[config.mk]
export PLATFORM = sky130hd
export DESIGN_NAME = pp_accum_bank_flat
export DESIGN_NICKNAME = d
export VERILOG_FILES = /design/src/rtl/pp_accum_bank_if.sv /design/src/rtl/pp_accum_bank.sv /design/src/flat_wrapper.sv
export SDC_FILE = /design/constraint.sdc
export NUM_CORES = 1
export LEC_CHECK = 0
export BUFFER_PORTS_ARGS = -buffer_cell sky130_fd_sc_hd__buf_2
export CELL_PAD_IN_SITES_DETAIL_PLACEMENT = 0
export CELL_PAD_IN_SITES_GLOBAL_PLACEMENT = 1
export CORE_MARGIN = 2
export CORE_UTILIZATION = 44
export CTS_CLUSTER_DIAMETER = 50
export DETAILED_ROUTE_END_ITERATION = 8
export PLACE_DENSITY = 0.77
export SYNTH_ARGS = -nofsm -noshare
export SYNTH_HDL_FRONTEND = slang
export SYNTH_SLANG_ARGS = --single-unit
[constraint.sdc]
create_clock -name clk -period 3.7 [get_ports clk]
set_input_delay 0.185 -clock clk [delete_from_list [all_inputs] [get_ports clk]]
set_output_delay 0.185 -clock clk [all_outputs]
set_load 0.005 [all_outputs]
[src/rtl/pp_accum_bank_if.sv]
// Handshake bundle for pp_accum_bank: partial-product input stream and per-lane result output.
interface pp_accum_bank_if #(
  parameter int unsigned DATA_WIDTH = 8,
  parameter int unsigned LANES      = 4,
  parameter int unsigned ACC_DEPTH  = 8
);
  localparam int unsigned CNT_W = $clog2(ACC_DEPTH);

  logic                          in_valid;
  logic                          in_ready;
  logic [LANES*2*DATA_WIDTH-1:0] inData;
  logic                          out_valid;
  logic                          out_ready;
  logic [LANES*DATA_WIDTH-1:0]   outData;
  logic [LANES-1:0]              resultIsInvalid;
  logic [CNT_W-1:0]              beat_cnt;

  modport master (
    output in_valid, inData, out_ready,
    input  in_ready, out_valid, outData, resultIsInvalid, beat_cnt
  );

  modport slave (
    input  in_valid, inData, out_ready,
    output in_ready, out_valid, outData, resultIsInvalid, beat_cnt
  );
endinterface

[src/rtl/pp_accum_bank.sv]
// Multi-lane partial-product accumulator: sums ACC_DEPTH beats per lane, holds the result.
// Define PPACC_SATURATE_EN to saturate overflowed lanes to all-ones instead of truncating.
module pp_accum_bank #(
  parameter int unsigned DATA_WIDTH = 8,
  parameter int unsigned LANES      = 4,
  parameter int unsigned ACC_DEPTH  = 8
) (
  input  logic           clk,
  input  logic           reset,
  input  logic           flush,
  pp_accum_bank_if.slave bus
);

  localparam int unsigned PP_W  = 2 * DATA_WIDTH;
  localparam int unsigned ACC_W = PP_W + $clog2(ACC_DEPTH);
  localparam int unsigned CNT_W = $clog2(ACC_DEPTH);

  typedef enum logic {StAccum, StHold} state_e;

  state_e                      r_state;
  state_e                      w_state_next;
  logic [ACC_W-1:0]            r_acc [LANES];
  logic [ACC_W-1:0]            w_sum [LANES];
  logic [CNT_W-1:0]            r_beat_cnt;
  logic [LANES*DATA_WIDTH-1:0] r_out_data;
  logic [LANES-1:0]            r_flags;
  logic [LANES*DATA_WIDTH-1:0] w_res;
  logic [LANES-1:0]            w_ovf;
  logic                        w_in_ready;
  logic                        w_out_valid;
  logic                        w_accept;
  logic                        w_last;

  assign w_accept = bus.in_valid && w_in_ready && !flush;
  assign w_last   = w_accept && (r_beat_cnt == CNT_W'(ACC_DEPTH - 1));

  // Sum includes the current beat so the last beat's result is formed without an extra cycle.
  for (genvar g = 0; g < LANES; g++) begin : g_lane
    assign w_sum[g] = r_acc[g] + ACC_W'(bus.inData[g*PP_W +: PP_W]);
    assign w_ovf[g] = |w_sum[g][ACC_W-1:DATA_WIDTH];
`ifdef PPACC_SATURATE_EN
    assign w_res[g*DATA_WIDTH +: DATA_WIDTH] =
      w_ovf[g] ? {DATA_WIDTH{1'b1}} : w_sum[g][DATA_WIDTH-1:0];
`else
    assign w_res[g*DATA_WIDTH +: DATA_WIDTH] = w_sum[g][DATA_WIDTH-1:0];
`endif
  end

  always_ff @(posedge clk or posedge reset) begin
    if (reset) begin
      r_state <= StAccum;
    end else begin
      r_state <= w_state_next;
    end
  end

  always_comb begin
    w_state_next = r_state;
    if (flush) begin
      w_state_next = StAccum;
    end else begin
      unique case (r_state)
        StAccum: if (w_last)        w_state_next = StHold;
        StHold:  if (bus.out_ready) w_state_next = StAccum;
        default: w_state_next = StAccum;
      endcase
    end
  end

  always_comb begin
    w_in_ready  = 1'b0;
    w_out_valid = 1'b0;
    unique case (r_state)
      StAccum: w_in_ready  = 1'b1;
      StHold:  w_out_valid = 1'b1;
      default: w_in_ready  = 1'b0;
    endcase
  end

  always_ff @(posedge clk or posedge reset) begin
    if (reset) begin
      for (int i = 0; i < LANES; i++) r_acc[i] <= '0;
      r_beat_cnt <= '0;
    end else if (flush || w_last) begin
      for (int i = 0; i < LANES; i++) r_acc[i] <= '0;
      r_beat_cnt <= '0;
    end else if (w_accept) begin
      for (int i = 0; i < LANES; i++) r_acc[i] <= w_sum[i];
      r_beat_cnt <= r_beat_cnt + CNT_W'(1);
    end
  end

  always_ff @(posedge clk or posedge reset) begin
    if (reset) begin
      r_out_data <= '0;
      r_flags    <= '0;
    end else if (flush) begin
      r_out_data <= '0;
      r_flags    <= '0;
    end else if (w_last) begin
      r_out_data <= w_res;
      r_flags    <= w_ovf;
    end
  end

  assign bus.in_ready        = w_in_ready;
  assign bus.out_valid       = w_out_valid;
  assign bus.outData         = r_out_data;
  assign bus.resultIsInvalid = r_flags;
  assign bus.beat_cnt        = r_beat_cnt;

endmodule

[src/flat_wrapper.sv]
// flat-port wrapper written by rule: the top's interface ports become plain ports
module pp_accum_bank_flat 
#(
  parameter int unsigned DATA_WIDTH = 8,
  parameter int unsigned LANES      = 4,
  parameter int unsigned ACC_DEPTH  = 8
)
  (clk, reset, flush, bus_in_valid, bus_inData, bus_out_ready, bus_in_ready, bus_out_valid, bus_outData, bus_resultIsInvalid, bus_beat_cnt);
  pp_accum_bank_if #(.DATA_WIDTH(DATA_WIDTH), .LANES(LANES), .ACC_DEPTH(ACC_DEPTH)) bus_i ();
  input  logic clk;
  input  logic reset;
  input  logic flush;
  input wire logic [$bits(bus_i.in_valid)-1:0] bus_in_valid;
  input wire logic [$bits(bus_i.inData)-1:0] bus_inData;
  input wire logic [$bits(bus_i.out_ready)-1:0] bus_out_ready;
  output wire logic [$bits(bus_i.in_ready)-1:0] bus_in_ready;
  output wire logic [$bits(bus_i.out_valid)-1:0] bus_out_valid;
  output wire logic [$bits(bus_i.outData)-1:0] bus_outData;
  output wire logic [$bits(bus_i.resultIsInvalid)-1:0] bus_resultIsInvalid;
  output wire logic [$bits(bus_i.beat_cnt)-1:0] bus_beat_cnt;
  assign bus_i.in_valid = bus_in_valid;
  assign bus_i.inData = bus_inData;
  assign bus_i.out_ready = bus_out_ready;
  assign bus_in_ready = bus_i.in_ready;
  assign bus_out_valid = bus_i.out_valid;
  assign bus_outData = bus_i.outData;
  assign bus_resultIsInvalid = bus_i.resultIsInvalid;
  assign bus_beat_cnt = bus_i.beat_cnt;
  pp_accum_bank #(.DATA_WIDTH(DATA_WIDTH), .LANES(LANES), .ACC_DEPTH(ACC_DEPTH)) u_core (.clk(clk), .reset(reset), .flush(flush), .bus(bus_i));
endmodule
==> impl_metrics.env <==
export IMPL_status="finished, final reports clean"
export IMPL_seq_area_frac_synth=0.380
export IMPL_setup_viol=0
export IMPL_yosys_warnings=0
export IMPL_place_congestion=0.833
export IMPL_yosys_area_top_type="dfrtp_1"
export IMPL_r2r_end="u_core.bus.resultIsInvalid[1]$_DFFE_PP0N_"
export IMPL_tns_ns=0
export IMPL_port_buffers=109
export IMPL_yosysTopAreaCellShare=0.380
export IMPL_hp_start="bus_out_ready"
export IMPL_grt_max_degree=69
export IMPL_first_global_vias=6448
export IMPL_wl_per_cell_um=16.7
export IMPL_synth_edf_count=0
export IMPL_synth_top_cells_by_area="dfrtp_1, ha_1, nand2_1, a22o_1, o21ai_0"
export IMPL_seq_area_um2=2900
export IMPL_cts_buffer_depth=2
export IMPL_rr_startpoint="u_core.r_acc[38]$_DFFE_PP0P_"
export IMPL_maxSlewHeadroom=0.403
export IMPL_synthFlopType="dfrtp_1"
export IMPL_synth_net_count=979
export IMPL_insertion_delay_ns=0.42
export IMPL_finalCritPeriodShare=0.864
export IMPL_fin_area_um2=9090
export IMPL_ant_nets=0
export IMPL_worstPathMaxFanout=3
export IMPL_switching_share=0.336
export IMPL_maxCapViolations=0
export IMPL_clkSinkCount=116
export IMPL_start_kind="register"
export IMPL_vdd_ir_drop_max_v=0.000401
export IMPL_pin_count=110
export IMPL_finClkSkew_ns=0.00990
export IMPL_grt_pass1_wl_mm=32.6
export IMPL_die_h_um=136
export IMPL_cts_root_buf="clkbuf_16"
export IMPL_rows=48
export IMPL_overflow=0
export IMPL_reg2reg_slack_ns=0.50
export IMPL_p_leak_uw=0.00444
export IMPL_syn_mean_instance_area_um2=9.10
export IMPL_fillers=1639
export IMPL_ys_ff_latch=116
export IMPL_postCtsHoldBufs=1
export IMPL_layout_setup_ws_ns=0.505
export IMPL_cts_inserted_buffers=17
export IMPL_start_util=0.447
export IMPL_worstMarginPinSlew_ns=0.895
export IMPL_nets=1088
export IMPL_htree_levels=4
export IMPL_drt_pre_antenna_iters=4
export IMPL_viasPerCell=5.63
export IMPL_dpl_cell_area_um2=8470
export IMPL_power_switching_uw=1670
export IMPL_async_reset_ff_frac=1.00
export IMPL_synthToLayoutAreaGrowth_pct=18.9
export IMPL_die_area_um2=18400
export IMPL_power_frac_clock=0.348
export IMPL_fin_util=0.531
export IMPL_die_x_um=136
export IMPL_cts_tree="yes"
export IMPL_hold_viol=0
export IMPL_dpl_hpwl_mm=13.8
export IMPL_multi_input_area_um2=4560
export IMPL_core_um2=17100
export IMPL_hold_path_depth=3
export IMPL_antenna_found_initial=1
export IMPL_clk_pin_slew_worst_paths_ns=0.05
export IMPL_wl_mm=19.8
export IMPL_cts_setup_buffers=0
export IMPL_syn_instance_count=840
export IMPL_drc=0
export IMPL_cp_arrival_ns=3.46
export IMPL_pre_cts_slack_ns=0.555
export IMPL_whs_endpoint="u_core.r_state$_DFF_PP0_"
export IMPL_ys_types=70
export IMPL_slew_viol_final=0
export IMPL_drive_gt1_frac=0.173
export IMPL_cts_resized_gates=0
export IMPL_reg2regPathDepth=10
export IMPL_p_seq_frac=0.309
export IMPL_synth_area_um2=7640
export IMPL_required_ns=3.96
export IMPL_endpoint_kind="register"
export IMPL_post_route_min_period_ns=3.20
export IMPL_grt_util_all_layers=0.225
export IMPL_p_int_uw=3290
export IMPL_fmax_mhz=313
export IMPL_p_per_area_nw_per_um2=545
export IMPL_min_path_type="input port to register"
export IMPL_drt_iter0_markers=320
export IMPL_rsz0062_at_grt="no"
export IMPL_vias=6671
export IMPL_p_comb_frac=0.342
export IMPL_worstSetupPathType="register to register"
==> cell families after synthesis <==
logic type      synth area share
buf+inv                   0.0265
compound gates             0.247
fa+ha+maj                  0.119
simple gates               0.160
flops                      0.380
xor+xnor                  0.0642
mux                      0.00409
==> power by group through the flow <==
stage                     Clock [µW]  Sequential, µW  Combinational, µW
after floorplan                    0            1520               1340
after global placement             0            1550               1690
after detailed placement           0            1550               1680
after CTS                       1770            1530               1700
after global routing            1840            1550               1900
final                           1730            1530               1690
==> critical path: stages (launching register included) <==
cell,delay (ns)
dfrtp_1,0.38
ha_1,0.23
fa_1,0.43
a21oi_2,0.21
o221ai_2,0.14
a31o_1,0.26
a221o_1,0.37
xor2_1,0.17
or4b_4,0.52
nor4_2,0.17
a41oi_1,0.17
==> placed cells by master, fill, tap and decap left out, types with 10 or more instances in the layout <==
master / instances
nand2_1: 113
nor2_1: 51
clkbuf_16: 17
a22o_1: 46
buf_2: 109
xnor2_1: 34
dfrtp_1: 116
ha_1: 66
xor2_1: 22
inv_1: 22
a21o_1: 17
nand3_1: 35
nor3_1: 13
o21ai_0: 66
a21oi_1: 58
a211oi_1: 10
==> metrics by stage <==
step	instances	power, µW	hold WS (ns)
final	1184	4950	0.0353
after global routing	1183	5290	0.0397
after CTS	1183	4990	0.0169
after detailed placement	1154	3230	0.444
after global placement	1154	3230	0.435
after floorplan	840	2860	0.362
==> metal layers <==
metal	wire length, µm	GRT usage
met1	9310	0.299
met2	9460	0.371
met3	879	0.0505
met4	172	0.0573
met5	0	0
==> layout make-up <==
class	count	area share
multi-input cells	670	0.502
flip-flops and latches	116	0.319
repair buffers	120	0.0708
clock buffers	24	0.0563
well taps	225	0.0310
clock inverters	4	0.0105
inverters	24	0.0102
diodes	1	0.000275
==> worst max path at each step <==
stage | from | cells after the start | end
after floorplan | reset | 1 | u_core.bus.beat_cnt[0]$_DFFE_PP0P_
after global placement | u_core.r_acc[38]$_DFFE_PP0P_ | 10 | u_core.bus.resultIsInvalid[1]$_DFFE_PP0N_
after detailed placement | u_core.r_acc[38]$_DFFE_PP0P_ | 10 | u_core.bus.resultIsInvalid[1]$_DFFE_PP0N_
after CTS | u_core.r_acc[38]$_DFFE_PP0P_ | 10 | u_core.bus.resultIsInvalid[1]$_DFFE_PP0N_
after global routing | u_core.r_acc[38]$_DFFE_PP0P_ | 10 | u_core.bus.resultIsInvalid[1]$_DFFE_PP0N_
final | u_core.r_acc[38]$_DFFE_PP0P_ | 10 | u_core.bus.resultIsInvalid[1]$_DFFE_PP0N_
==> cells in the mapped netlist, types with 3 or more instances <==
cell type and n:
dfrtp_1 116, nand2_1 113, ha_1 66, o21ai_0 66
a21oi_1 58, nor2_1 54, a22o_1 46, nand3_1 35
xnor2_1 34, clkbuf_1 25, inv_1 23, xor2_1 22
a21o_1 17, nor3_1 13, a211oi_1 10, nor2b_1 8
o21ai_1 8, nand4_1 7, o211ai_1 7, o21a_1 6
a31oi_1 5, buf_1 5, nand2b_1 5, nor4_1 5
o21bai_1 5, a41oi_1 4, fa_1 4, o221ai_1 4
or3_1 4, a2111oi_0 3, a21boi_0 3, a31o_2 3
and2_1 3, or4_1 3
==> state kept, by name, summed over array words and instances, names as in the netlist <==
register and cells:
u_core.r_acc 76, u_core.r_state 1, u_core.bus.beat_cnt 3, u_core.bus.resultIsInvalid 4, u_core.bus.outData 32
Power figures use the tool's default switching activity.
